$ cat config.mk
export PLATFORM = sky130hd
export DESIGN_NAME = jtag_tap_flat
export DESIGN_NICKNAME = d
export VERILOG_FILES = /design/src/rtl/jtag_pkg.sv /design/src/rtl/jtag_tap_if.sv /design/src/rtl/jtag_sync.sv /design/src/rtl/jtag_tap.sv /design/src/flat_wrapper.sv
export SDC_FILE = /design/constraint.sdc
export NUM_CORES = 1
export LEC_CHECK = 0
export ABC_AREA = 1
export BUFFER_PORTS_ARGS = -buffer_cell sky130_fd_sc_hd__buf_2
export CAP_MARGIN = 0
export CORE_MARGIN = 8
export CORE_UTILIZATION = 40
export DETAILED_ROUTE_END_ITERATION = 10
export PLACE_DENSITY_LB_ADDON = 0.15
export SLEW_MARGIN = 0
export SYNTH_ARGS = -nofsm -noshare
export SYNTH_HDL_FRONTEND = slang
export SYNTH_HIERARCHICAL = 1
export SYNTH_SLANG_ARGS = --single-unit
$ cat constraint.sdc
create_clock -name clk -period 2.1 [get_ports clk]
set_input_delay 0.315 -clock clk [delete_from_list [all_inputs] [get_ports clk]]
set_output_delay 0.315 -clock clk [all_outputs]
set_load 0.05 [all_outputs]
$ cat src/rtl/jtag_pkg.sv
// Shared TAP definitions: controller state enum, instruction codes,
// DR selector and the IEEE 1149.1 next-state function.
package jtag_pkg;

  // Sixteen TAP controller states
  typedef enum logic [3:0] {
    ST_TLR      = 4'h0,
    ST_RTI      = 4'h1,
    ST_SEL_DR   = 4'h2,
    ST_CAP_DR   = 4'h3,
    ST_SHIFT_DR = 4'h4,
    ST_EXIT1_DR = 4'h5,
    ST_PAUSE_DR = 4'h6,
    ST_EXIT2_DR = 4'h7,
    ST_UPD_DR   = 4'h8,
    ST_SEL_IR   = 4'h9,
    ST_CAP_IR   = 4'hA,
    ST_SHIFT_IR = 4'hB,
    ST_EXIT1_IR = 4'hC,
    ST_PAUSE_IR = 4'hD,
    ST_EXIT2_IR = 4'hE,
    ST_UPD_IR   = 4'hF
  } tap_state_t;

  // Instruction codes; BYPASS is -1 so a cast to IR_LEN gives all ones
  localparam int INS_BYPASS = -1;
  localparam int INS_IDCODE = 1;
  localparam int INS_USER   = 2;

  // Data register currently selected by the instruction
  typedef enum logic [1:0] {
    DR_BYPASS = 2'd0,
    DR_IDCODE = 2'd1,
    DR_USER   = 2'd2
  } dr_sel_t;

  // Standard TMS-driven transition table
  function automatic tap_state_t tap_next(input tap_state_t s, input logic tms);
    tap_state_t n;
    n = ST_TLR;
    case (s)
      ST_TLR:      n = tms ? ST_TLR      : ST_RTI;
      ST_RTI:      n = tms ? ST_SEL_DR   : ST_RTI;
      ST_SEL_DR:   n = tms ? ST_SEL_IR   : ST_CAP_DR;
      ST_CAP_DR:   n = tms ? ST_EXIT1_DR : ST_SHIFT_DR;
      ST_SHIFT_DR: n = tms ? ST_EXIT1_DR : ST_SHIFT_DR;
      ST_EXIT1_DR: n = tms ? ST_UPD_DR   : ST_PAUSE_DR;
      ST_PAUSE_DR: n = tms ? ST_EXIT2_DR : ST_PAUSE_DR;
      ST_EXIT2_DR: n = tms ? ST_UPD_DR   : ST_SHIFT_DR;
      ST_UPD_DR:   n = tms ? ST_SEL_DR   : ST_RTI;
      ST_SEL_IR:   n = tms ? ST_TLR      : ST_CAP_IR;
      ST_CAP_IR:   n = tms ? ST_EXIT1_IR : ST_SHIFT_IR;
      ST_SHIFT_IR: n = tms ? ST_EXIT1_IR : ST_SHIFT_IR;
      ST_EXIT1_IR: n = tms ? ST_UPD_IR   : ST_PAUSE_IR;
      ST_PAUSE_IR: n = tms ? ST_EXIT2_IR : ST_PAUSE_IR;
      ST_EXIT2_IR: n = tms ? ST_UPD_IR   : ST_SHIFT_IR;
      ST_UPD_IR:   n = tms ? ST_SEL_DR   : ST_RTI;
      default:     n = ST_TLR;
    endcase
    return n;
  endfunction

endpackage

$ cat src/rtl/jtag_tap_if.sv
// JTAG pin bundle. The host (master) drives tck/tms/tdi; the TAP (slave)
// drives tdo/tdo_en.
interface jtag_tap_if;
  logic tck;
  logic tms;
  logic tdi;
  logic tdo;
  logic tdo_en;

  modport master (output tck, output tms, output tdi, input tdo, input tdo_en);
  modport slave  (input tck, input tms, input tdi, output tdo, output tdo_en);
endinterface

$ cat src/rtl/jtag_sync.sv
// Two-flop synchronizer for an asynchronous clock-like input, followed by a
// history flop so rising and falling edges of the synced value can be seen.
module jtag_sync (
  input  logic clk,
  input  logic rst,
  input  logic d,
  output logic rise,
  output logic fall
);

  logic s1_q, s2_q, prev_q;

  // Synchronizer chain plus one-cycle history of the synced value
  always_ff @(posedge clk or posedge rst) begin
    if (rst) begin
      s1_q   <= 1'b0;
      s2_q   <= 1'b0;
      prev_q <= 1'b0;
    end else begin
      s1_q   <= d;
      s2_q   <= s1_q;
      prev_q <= s2_q;
    end
  end

  assign rise = s2_q & ~prev_q;
  assign fall = ~s2_q & prev_q;

endmodule

$ cat src/rtl/jtag_tap.sv
// Oversampled IEEE 1149.1 TAP controller with BYPASS, USER and optional
// IDCODE data registers. All JTAG pins are sampled in the clk domain.
// Build option: define JTAG_TAP_IDCODE_EN to include the IDCODE register and
// make IDCODE the reset instruction (otherwise BYPASS).
// IR_LEN must be at least 2 so the USER code fits.
module jtag_tap
  import jtag_pkg::*;
#(
  parameter int          IR_LEN       = 4,
  parameter int          USER_LEN     = 8,
  parameter logic [31:0] IDCODE_VALUE = 32'h1234_5001
) (
  input  logic                clk,
  input  logic                rst,
  jtag_tap_if.slave           jtag,
  output logic [IR_LEN-1:0]   ir,
  input  logic [USER_LEN-1:0] user_capture,
  output logic [USER_LEN-1:0] user_data,
  output logic                user_update
);

`ifdef JTAG_TAP_IDCODE_EN
  localparam logic [IR_LEN-1:0] RST_INS = IR_LEN'(INS_IDCODE);
`else
  localparam logic [IR_LEN-1:0] RST_INS = IR_LEN'(INS_BYPASS);
`endif

  // IDCODE bit 0 is the mandatory marker bit
  if (IDCODE_VALUE[0] != 1'b1) begin : g_idcode_chk
    $error("jtag_tap: IDCODE_VALUE bit 0 must be 1");
  end

  logic tck_rise, tck_fall;
  logic tms_s1_q, tms_s2_q, tdi_s1_q, tdi_s2_q;

  jtag_sync u_tck_sync (
    .clk  (clk),
    .rst  (rst),
    .d    (jtag.tck),
    .rise (tck_rise),
    .fall (tck_fall)
  );

  // Plain two-flop synchronizers for tms and tdi (same latency as tck path)
  always_ff @(posedge clk or posedge rst) begin
    if (rst) begin
      tms_s1_q <= 1'b0;
      tms_s2_q <= 1'b0;
      tdi_s1_q <= 1'b0;
      tdi_s2_q <= 1'b0;
    end else begin
      tms_s1_q <= jtag.tms;
      tms_s2_q <= tms_s1_q;
      tdi_s1_q <= jtag.tdi;
      tdi_s2_q <= tdi_s1_q;
    end
  end

  tap_state_t          state_q, state_d;
  logic [IR_LEN-1:0]   ir_q, ir_d;
  logic [IR_LEN-1:0]   ir_sr_q, ir_sr_d;
  logic                bypass_q, bypass_d;
  logic [USER_LEN-1:0] user_sr_q, user_sr_d;
  logic [USER_LEN-1:0] user_data_q, user_data_d;
  logic                user_update_q, user_update_d;
  logic                tdo_q, tdo_d;
  logic                tdo_en_q, tdo_en_d;
  logic                tms_smp_q, tms_smp_d;
  logic                tdi_smp_q, tdi_smp_d;
  logic                adv_q, adv_d;
`ifdef JTAG_TAP_IDCODE_EN
  logic [31:0]         idcode_sr_q, idcode_sr_d;
`endif

  dr_sel_t dr_sel;
  logic    dr_lsb;
  logic    in_shift;

  // Decode the current instruction into a DR select; unknown codes -> BYPASS
  always_comb begin
    dr_sel = DR_BYPASS;
    dr_lsb = bypass_q;
    if (ir_q == IR_LEN'(INS_USER)) begin
      dr_sel = DR_USER;
      dr_lsb = user_sr_q[0];
    end
`ifdef JTAG_TAP_IDCODE_EN
    if (ir_q == IR_LEN'(INS_IDCODE)) begin
      dr_sel = DR_IDCODE;
      dr_lsb = idcode_sr_q[0];
    end
`endif
  end

  assign in_shift = (state_q == ST_SHIFT_DR) || (state_q == ST_SHIFT_IR);

  // TAP actions: sample pins on tck rise, act one clk later, drive tdo on fall
  always_comb begin
    state_d       = state_q;
    ir_d          = ir_q;
    ir_sr_d       = ir_sr_q;
    bypass_d      = bypass_q;
    user_sr_d     = user_sr_q;
    user_data_d   = user_data_q;
    user_update_d = 1'b0;
    tdo_d         = tdo_q;
    tdo_en_d      = tdo_en_q;
    tms_smp_d     = tms_smp_q;
    tdi_smp_d     = tdi_smp_q;
    adv_d         = tck_rise;
`ifdef JTAG_TAP_IDCODE_EN
    idcode_sr_d   = idcode_sr_q;
`endif

    if (tck_rise) begin
      tms_smp_d = tms_s2_q;
      tdi_smp_d = tdi_s2_q;
    end

    if (state_q == ST_TLR) ir_d = RST_INS;

    if (adv_q) begin
      state_d = tap_next(state_q, tms_smp_q);
      case (state_q)
        ST_CAP_IR:   ir_sr_d = IR_LEN'(1);
        ST_SHIFT_IR: ir_sr_d = {tdi_smp_q, ir_sr_q[IR_LEN-1:1]};
        ST_CAP_DR: begin
          case (dr_sel)
            DR_USER:   user_sr_d   = user_capture;
`ifdef JTAG_TAP_IDCODE_EN
            DR_IDCODE: idcode_sr_d = IDCODE_VALUE;
`endif
            default:   bypass_d    = 1'b0;
          endcase
        end
        ST_SHIFT_DR: begin
          case (dr_sel)
            DR_USER:   user_sr_d   = {tdi_smp_q, user_sr_q[USER_LEN-1:1]};
`ifdef JTAG_TAP_IDCODE_EN
            DR_IDCODE: idcode_sr_d = {tdi_smp_q, idcode_sr_q[31:1]};
`endif
            default:   bypass_d    = tdi_smp_q;
          endcase
        end
        default: ;
      endcase

      // Update is taken on entry, so the final shifted value is already in place
      if (state_d == ST_UPD_IR) ir_d = ir_sr_q;
      if ((state_d == ST_UPD_DR) && (dr_sel == DR_USER)) begin
        user_data_d   = user_sr_q;
        user_update_d = 1'b1;
      end
    end

    if (tck_fall) begin
      tdo_en_d = in_shift;
      if (state_q == ST_SHIFT_IR)      tdo_d = ir_sr_q[0];
      else if (state_q == ST_SHIFT_DR) tdo_d = dr_lsb;
      else                             tdo_d = 1'b0;
    end
  end

  // State and register flops
  always_ff @(posedge clk or posedge rst) begin
    if (rst) begin
      state_q       <= ST_TLR;
      ir_q          <= RST_INS;
      ir_sr_q       <= '0;
      bypass_q      <= 1'b0;
      user_sr_q     <= '0;
      user_data_q   <= '0;
      user_update_q <= 1'b0;
      tdo_q         <= 1'b0;
      tdo_en_q      <= 1'b0;
      tms_smp_q     <= 1'b0;
      tdi_smp_q     <= 1'b0;
      adv_q         <= 1'b0;
`ifdef JTAG_TAP_IDCODE_EN
      idcode_sr_q   <= '0;
`endif
    end else begin
      state_q       <= state_d;
      ir_q          <= ir_d;
      ir_sr_q       <= ir_sr_d;
      bypass_q      <= bypass_d;
      user_sr_q     <= user_sr_d;
      user_data_q   <= user_data_d;
      user_update_q <= user_update_d;
      tdo_q         <= tdo_d;
      tdo_en_q      <= tdo_en_d;
      tms_smp_q     <= tms_smp_d;
      tdi_smp_q     <= tdi_smp_d;
      adv_q         <= adv_d;
`ifdef JTAG_TAP_IDCODE_EN
      idcode_sr_q   <= idcode_sr_d;
`endif
    end
  end

  assign jtag.tdo     = tdo_q;
  assign jtag.tdo_en  = tdo_en_q;
  assign ir           = ir_q;
  assign user_data    = user_data_q;
  assign user_update  = user_update_q;

endmodule

$ cat src/flat_wrapper.sv
// flat-port wrapper written by rule: the top's interface ports become plain ports
module jtag_tap_flat import jtag_pkg::*;
#(
  parameter int          IR_LEN       = 4,
  parameter int          USER_LEN     = 8,
  parameter logic [31:0] IDCODE_VALUE = 32'h1234_5001
)
  (clk, rst, ir, user_capture, user_data, user_update, jtag_tck, jtag_tms, jtag_tdi, jtag_tdo, jtag_tdo_en);
  jtag_tap_if jtag_i ();
  input  logic clk;
  input  logic rst;
  output logic [IR_LEN-1:0] ir;
  input  logic [USER_LEN-1:0] user_capture;
  output logic [USER_LEN-1:0] user_data;
  output logic user_update;
  input wire logic [$bits(jtag_i.tck)-1:0] jtag_tck;
  input wire logic [$bits(jtag_i.tms)-1:0] jtag_tms;
  input wire logic [$bits(jtag_i.tdi)-1:0] jtag_tdi;
  output wire logic [$bits(jtag_i.tdo)-1:0] jtag_tdo;
  output wire logic [$bits(jtag_i.tdo_en)-1:0] jtag_tdo_en;
  assign jtag_i.tck = jtag_tck;
  assign jtag_i.tms = jtag_tms;
  assign jtag_i.tdi = jtag_tdi;
  assign jtag_tdo = jtag_i.tdo;
  assign jtag_tdo_en = jtag_i.tdo_en;
  jtag_tap #(.IR_LEN(IR_LEN), .USER_LEN(USER_LEN), .IDCODE_VALUE(IDCODE_VALUE)) u_core (.clk(clk), .rst(rst), .jtag(jtag_i), .ir(ir), .user_capture(user_capture), .user_data(user_data), .user_update(user_update));
endmodule
After elaboration in Yosys (flattened, before gate mapping)
Cells that the tools add are included.
Widths: inputs -> output; s select.
- equality and inequality tests: 23
- muxes and demuxes: 30
- bitwise logic cells: 4
- reduce and logical (&&, ||, !) cells: 12
- operator list (operator ; count):
    $pmux 4 s12 ; 1
    $eq 4x4->1 const B ; 10
    $mux 4 ; 8
    $eq 4x3->1 const B ; 4
    $mux 8 ; 2
    $pmux 8 s2 ; 1
    $eq 4x2->1 const B ; 3
    $mux 1 ; 10
    $mux 2 ; 4
    $pmux 4 s2 ; 1
    $reduce_and 4->1 ; 2
    $mux 3 ; 2
    $eq 4x1->1 const B ; 1
    $logic_not 4->1 ; 1
    $ne 2x1->1 const B ; 2
    $ne 2x2->1 const B ; 2
    $reduce_and 2->1 ; 2
    $reduce_bool 2->1 ; 2
    $reduce_or 2->1 ; 2
    $reduce_or 3->1 ; 1
    $and 1x1->1 ; 2
    $eq 2x2->1 const B ; 1
    $not 1->1 ; 2
    $pmux 1 s2 ; 1
    2 further kinds ; 2
- register bits after elaboration: 42
- bits of input ports: 13
- word-level logic and storage cells: 88

Longest topological paths before layout
- depth in word-level cells: 8
- mapped depth: 11
- depth with buffers taken out: 11

Modules after synthesis
Netlist, hierarchy kept.
- by module, submodules not included (module ; times used ; cells an instance ; area an instance (µm²) ; seq. area each (µm²)):
    jtag_tap ; 1 ; 231 ; 1888.1 ; 980.9
    jtag_sync ; 1 ; 8 ; 93.8 ; 75.1

Least setup slack after synthesis
Ideal clock, no wire load.
- path kind: register -> register
- from: reg u_core.ir_q[1], in the netlist u_core/ir[1]
- to: reg u_core.user_data_q[0], in the netlist u_core/user_data[0]
- arrival: 1.490 ns
- path slack: 0.491 ns
- cell stages (with the launch flop): 8
- path through: dfstp_2 > nand4_1 > inv_1 > nand3_2 > nor2_4 > nand3_4 > nand2_1 > nand2_1
- cells in the longest elaborated chain, start to end: 5
- RTL lines (item ; line ; text):
    start, declared ; jtag_tap.sv:60 ; logic [IR_LEN-1:0] ir_q, ir_d;
    start signal, assigned ; jtag_tap.sv:184 ; ir_q <= ir_d;
    $eq 4x2->1 ; jtag_tap.sv:83 ; if (ir_q == IR_LEN'(INS_USER)) begin
    $mux 2 ; jtag_tap.sv:83 ;
    $eq 2x2->1 ; jtag_tap.sv:150 ; if ((state_d == ST_UPD_DR) && (dr_sel == DR_USER)) begin
    $logic_and 1x1->1 ; jtag_tap.sv:150 ;
    $reduce_and 2->1 (no line) ; - ;
    end signal, assigned ; jtag_tap.sv:188 ; user_data_q <= user_data_d;
    end, declared ; jtag_tap.sv:64 ; logic [USER_LEN-1:0] user_data_q, user_data_d;
Every way passes these cells.
A chain may end at the register's enable or synchronous reset.

Worst setup path after layout
- from: reg u_core.state_q[3]
- to: reg u_core.user_data_q[0], in the netlist u_core/user_data[0]
- cells in the longest elaborated chain, start to end: 7
- elaborated cells between the ends (all ways): 24
- RTL lines (item ; line ; text):
    start, declared ; jtag_tap.sv:59 ; tap_state_t state_q, state_d;
    start signal, assigned ; jtag_tap.sv:183 ; state_q <= state_d;
    $eq 4x1->1 (tied with other cells) ; jtag_pkg.sv:41 ; case (s)
    $reduce_or 3->1 (no line) / $reduce_or 2->1 (equally long branches) ; - ;
    $pmux 4 s12 * ; jtag_pkg.sv:41 ;
    $mux 4 * ; jtag_tap.sv:122 ; if (adv_q) begin
    $eq 4x4->1 * ; jtag_tap.sv:150 ;
    $logic_and 1x1->1 * ; jtag_tap.sv:150 ;
    $reduce_and 2->1 (no line) * ; - ;
Mark *: on every way between the ends. The rest lies on a longest branch, timed or not. The select of a mux whose other input is x is not followed.

==> impl_metrics.ini <==
[routing]
routedWlPerCell_um = 12.2
drcViolationCount = 0
avgViaCountPerCell = 4.76
top_layer = met4
routed-wl-met3_um = 212
firstDrtPassIters = 4
drt_iter0_markers = 116
antenna_left = 0
wl_met1_mm = 2.11
drt-total-wl_mm = 4.14
vias = 1620
wl_met2_mm = 1.75

[finish]
area_delta_synth_final_pct = 15.8
final_nets = 285
final_cell_mix = 78 x nand2_1, 38 x dfrtp_1, 28 x inv_1, 27 x buf_2, 18 x o21ai_0
final_common_cell = nand2_1
final_util = 0.483
layout-drive-gt1-share = 0.187
seqCellArea_um2 = 1060
multi_input_area_um2 = 785
stdcell_area_um2 = 2290
nFillCells = 478
fin_cells = 340
antennaDiodeCount = 0

[sta]
max_freq_mhz = 556
finalClockSkew_ns = 0.00379
slew_violations = 0
final-setup-viol-count = 0
period_share = 0.856
timing.final.crit_period_ns = 1.80
rsz0062_at_grt = no
maxSlewHeadroom = 0.673
final_hold_viol_count = 0
worstMarginPinSlew_ns = 0.490
fin_tns_setup_ns = 0

[clock_tree]
cts_buffers = 5
cts_tree = yes
cts_setup_buffers = 0
cts_resized = 0
clock_path_buffers = 2
hold_buffers = 1
cts-root-buf = clkbuf_8
clock_latency_ns = 0.29
clk_pin_slew_ns = 0.08
htree_levels = 2
cts_sinks = 42

[synthesis]
synthCells = 239
ys_warn_count = 6
synth_edf_count = 0
ys_types = 28
synth_flop_cell = dfrtp_1
syn-num-nets = 252
ys_seq_elements = 42
avgSynthCellArea_um2 = 8.29
netlist_area_um2 = 1980
async_flop_share = 1.00
ys_seq_area_frac = 0.533

[worst_setup_path]
path_cells = nor2_1 > nand2_1 > nand2_1 > nand2_1 > nand2_1 > nand3_2 > nor2_4 > nand3_4 > nand2_1 > nand2_1
cp_slowest_cell = dfrtp_1
path_class = flop to flop
arrival_ns = 1.98
r2r-start = u_core/state_q[3]$_DFFE_PP0P_
cpMostUsedCell = nand2_1
worst_path_largest_cell_delay_ns = 0.47
worstReg2RegEnd = u_core/user_data[0]$_DFFE_PP0P_
critPathLaunchType = flop
crit_buf_inv = 0
worstPathRequired_ns = 2.28
timing.critical_path.to = u_core/user_data[0]$_DFFE_PP0P_
critPathMaxFanout = 9
path_delay_family = simple AND/OR/NAND/NOR gates
critPathLaunch = u_core/state_q[3]$_DFFE_PP0P_
rr_worst_depth = 10
reg2reg_slack_ns = 0.30
cp.depth = 10
cp-end-kind = flop

[pwr]
vdd_drop_max_v = 0.000609
p_total_w = 0.00235
p_leak_nw = 1.21
power.density_nw_per_um2 = 1020

[min_path]
worst_hold_path_type = input port to flop
min_from = jtag_tms

[global_route]
antenna_found_initial = 0
gr-usage-all-layers = 0.121
grt_max_degree = 40
grt_pass1_vias = 1562
grt_remaining_overflow = 0
grt_pass1_wl_mm = 7.24

[floorplanning]
die_h_um = 86.4
die_w_um = 86.4
rows = 25
start_util = 0.417
core_um2 = 4750
die_area_um2 = 7460
num_io_pins = 28

[placed_design]
place_area_um2 = 2190
gp_congestion = 0.928
place_inst = 331
dp_hpwl_mm = 3.06
io_buffer_count = 27

[job]
cap_violations = 0

[status]
outcome = complete, no violations
-- layer usage --
layer  up-vias  GRT usage
met3         6     0.0388
li1        840          -
met1       726      0.161
met2        48      0.178
met5         -          0
met4         0     0.0469
-- registers in the layout, indices dropped and copies added (netlist names), 4 cells and up --
signal / count
u_core/user_data: 8
u_core/user_sr_q: 8
u_core/ir_sr_q: 4
u_core/state_q: 4
u_core/ir: 4
-- Yosys cell counts, drive strengths merged (2+ instances only) --
master / instances / area (um2)
a21oi: 2 / 13.8
buf: 2 / 10.0
nor2: 20 / 111
dfstp: 4 / 105
o22ai: 2 / 12.5
o21ai: 21 / 105
inv: 33 / 124
nand4: 10 / 62.6
nand3: 13 / 82.6
dfrtp: 38 / 951
o211ai: 8 / 60.1
nand2: 78 / 293
-- worst min-delay path by stage --
stage                                         endpoint  slack [ns]  cells after the start
floorplan           u_core/u_tck_sync/prev_q$_DFF_PP0_        0.07                      1
global placement      u_core/u_tck_sync/s1_q$_DFF_PP0_        0.19                      2
detailed placement    u_core/u_tck_sync/s1_q$_DFF_PP0_        0.19                      2
CTS                   u_core/u_tck_sync/s1_q$_DFF_PP0_        0.12                      1
global route                 u_core/tms_s1_q$_DFF_PP0_        0.11                      1
finish                       u_core/tms_s1_q$_DFF_PP0_        0.13                      1
-- cells by family (layout without fill, tap and decap cells) --
family / Yosys count / after routing / synth area share
AND/OR/NAND/NOR: 122 / 122 / 0.280
flip-flops: 42 / 42 / 0.533
AO/OA/AOI/OAI: 38 / 38 / 0.116
buffers and inverters: 37 / 71 / 0.0713
-- report_power, final --
| group | internal [W] | leakage, nW | switching [W] |
|---|---|---|---|
| Combinational | 0.000221 | 0.661 | 0.000618 |
| Clock | 0.000268 | 0.0455 | 0.000261 |
| Sequential | 0.000888 | 0.503 | 0.0000937 |
-- cell type report --
class | count | share of cell area
Clock buffer | 8 | 0.0393
Inverter | 34 | 0.0556
Multi-Input combinational cell | 160 | 0.342
Sequential cell | 42 | 0.460
Tap cell | 67 | 0.0365
Timing Repair Buffer | 29 | 0.0665
-- stage by stage --
step,hold WS [ns],setup slack [ns]
after global placement,0.193,0.296
after floorplan,0.0686,0.491
after detailed placement,0.192,0.316
final,0.131,0.303
after global routing,0.109,0.0881
after CTS,0.120,0.291
-- worst reg2reg max path, delay by kind of cell (launching register included) --
kind	cells	cell delay, ns
AND/OR/NAND/NOR	10	1.22
flip-flops	1	0.47
Note: power is estimated with default switching activity, not from simulation.
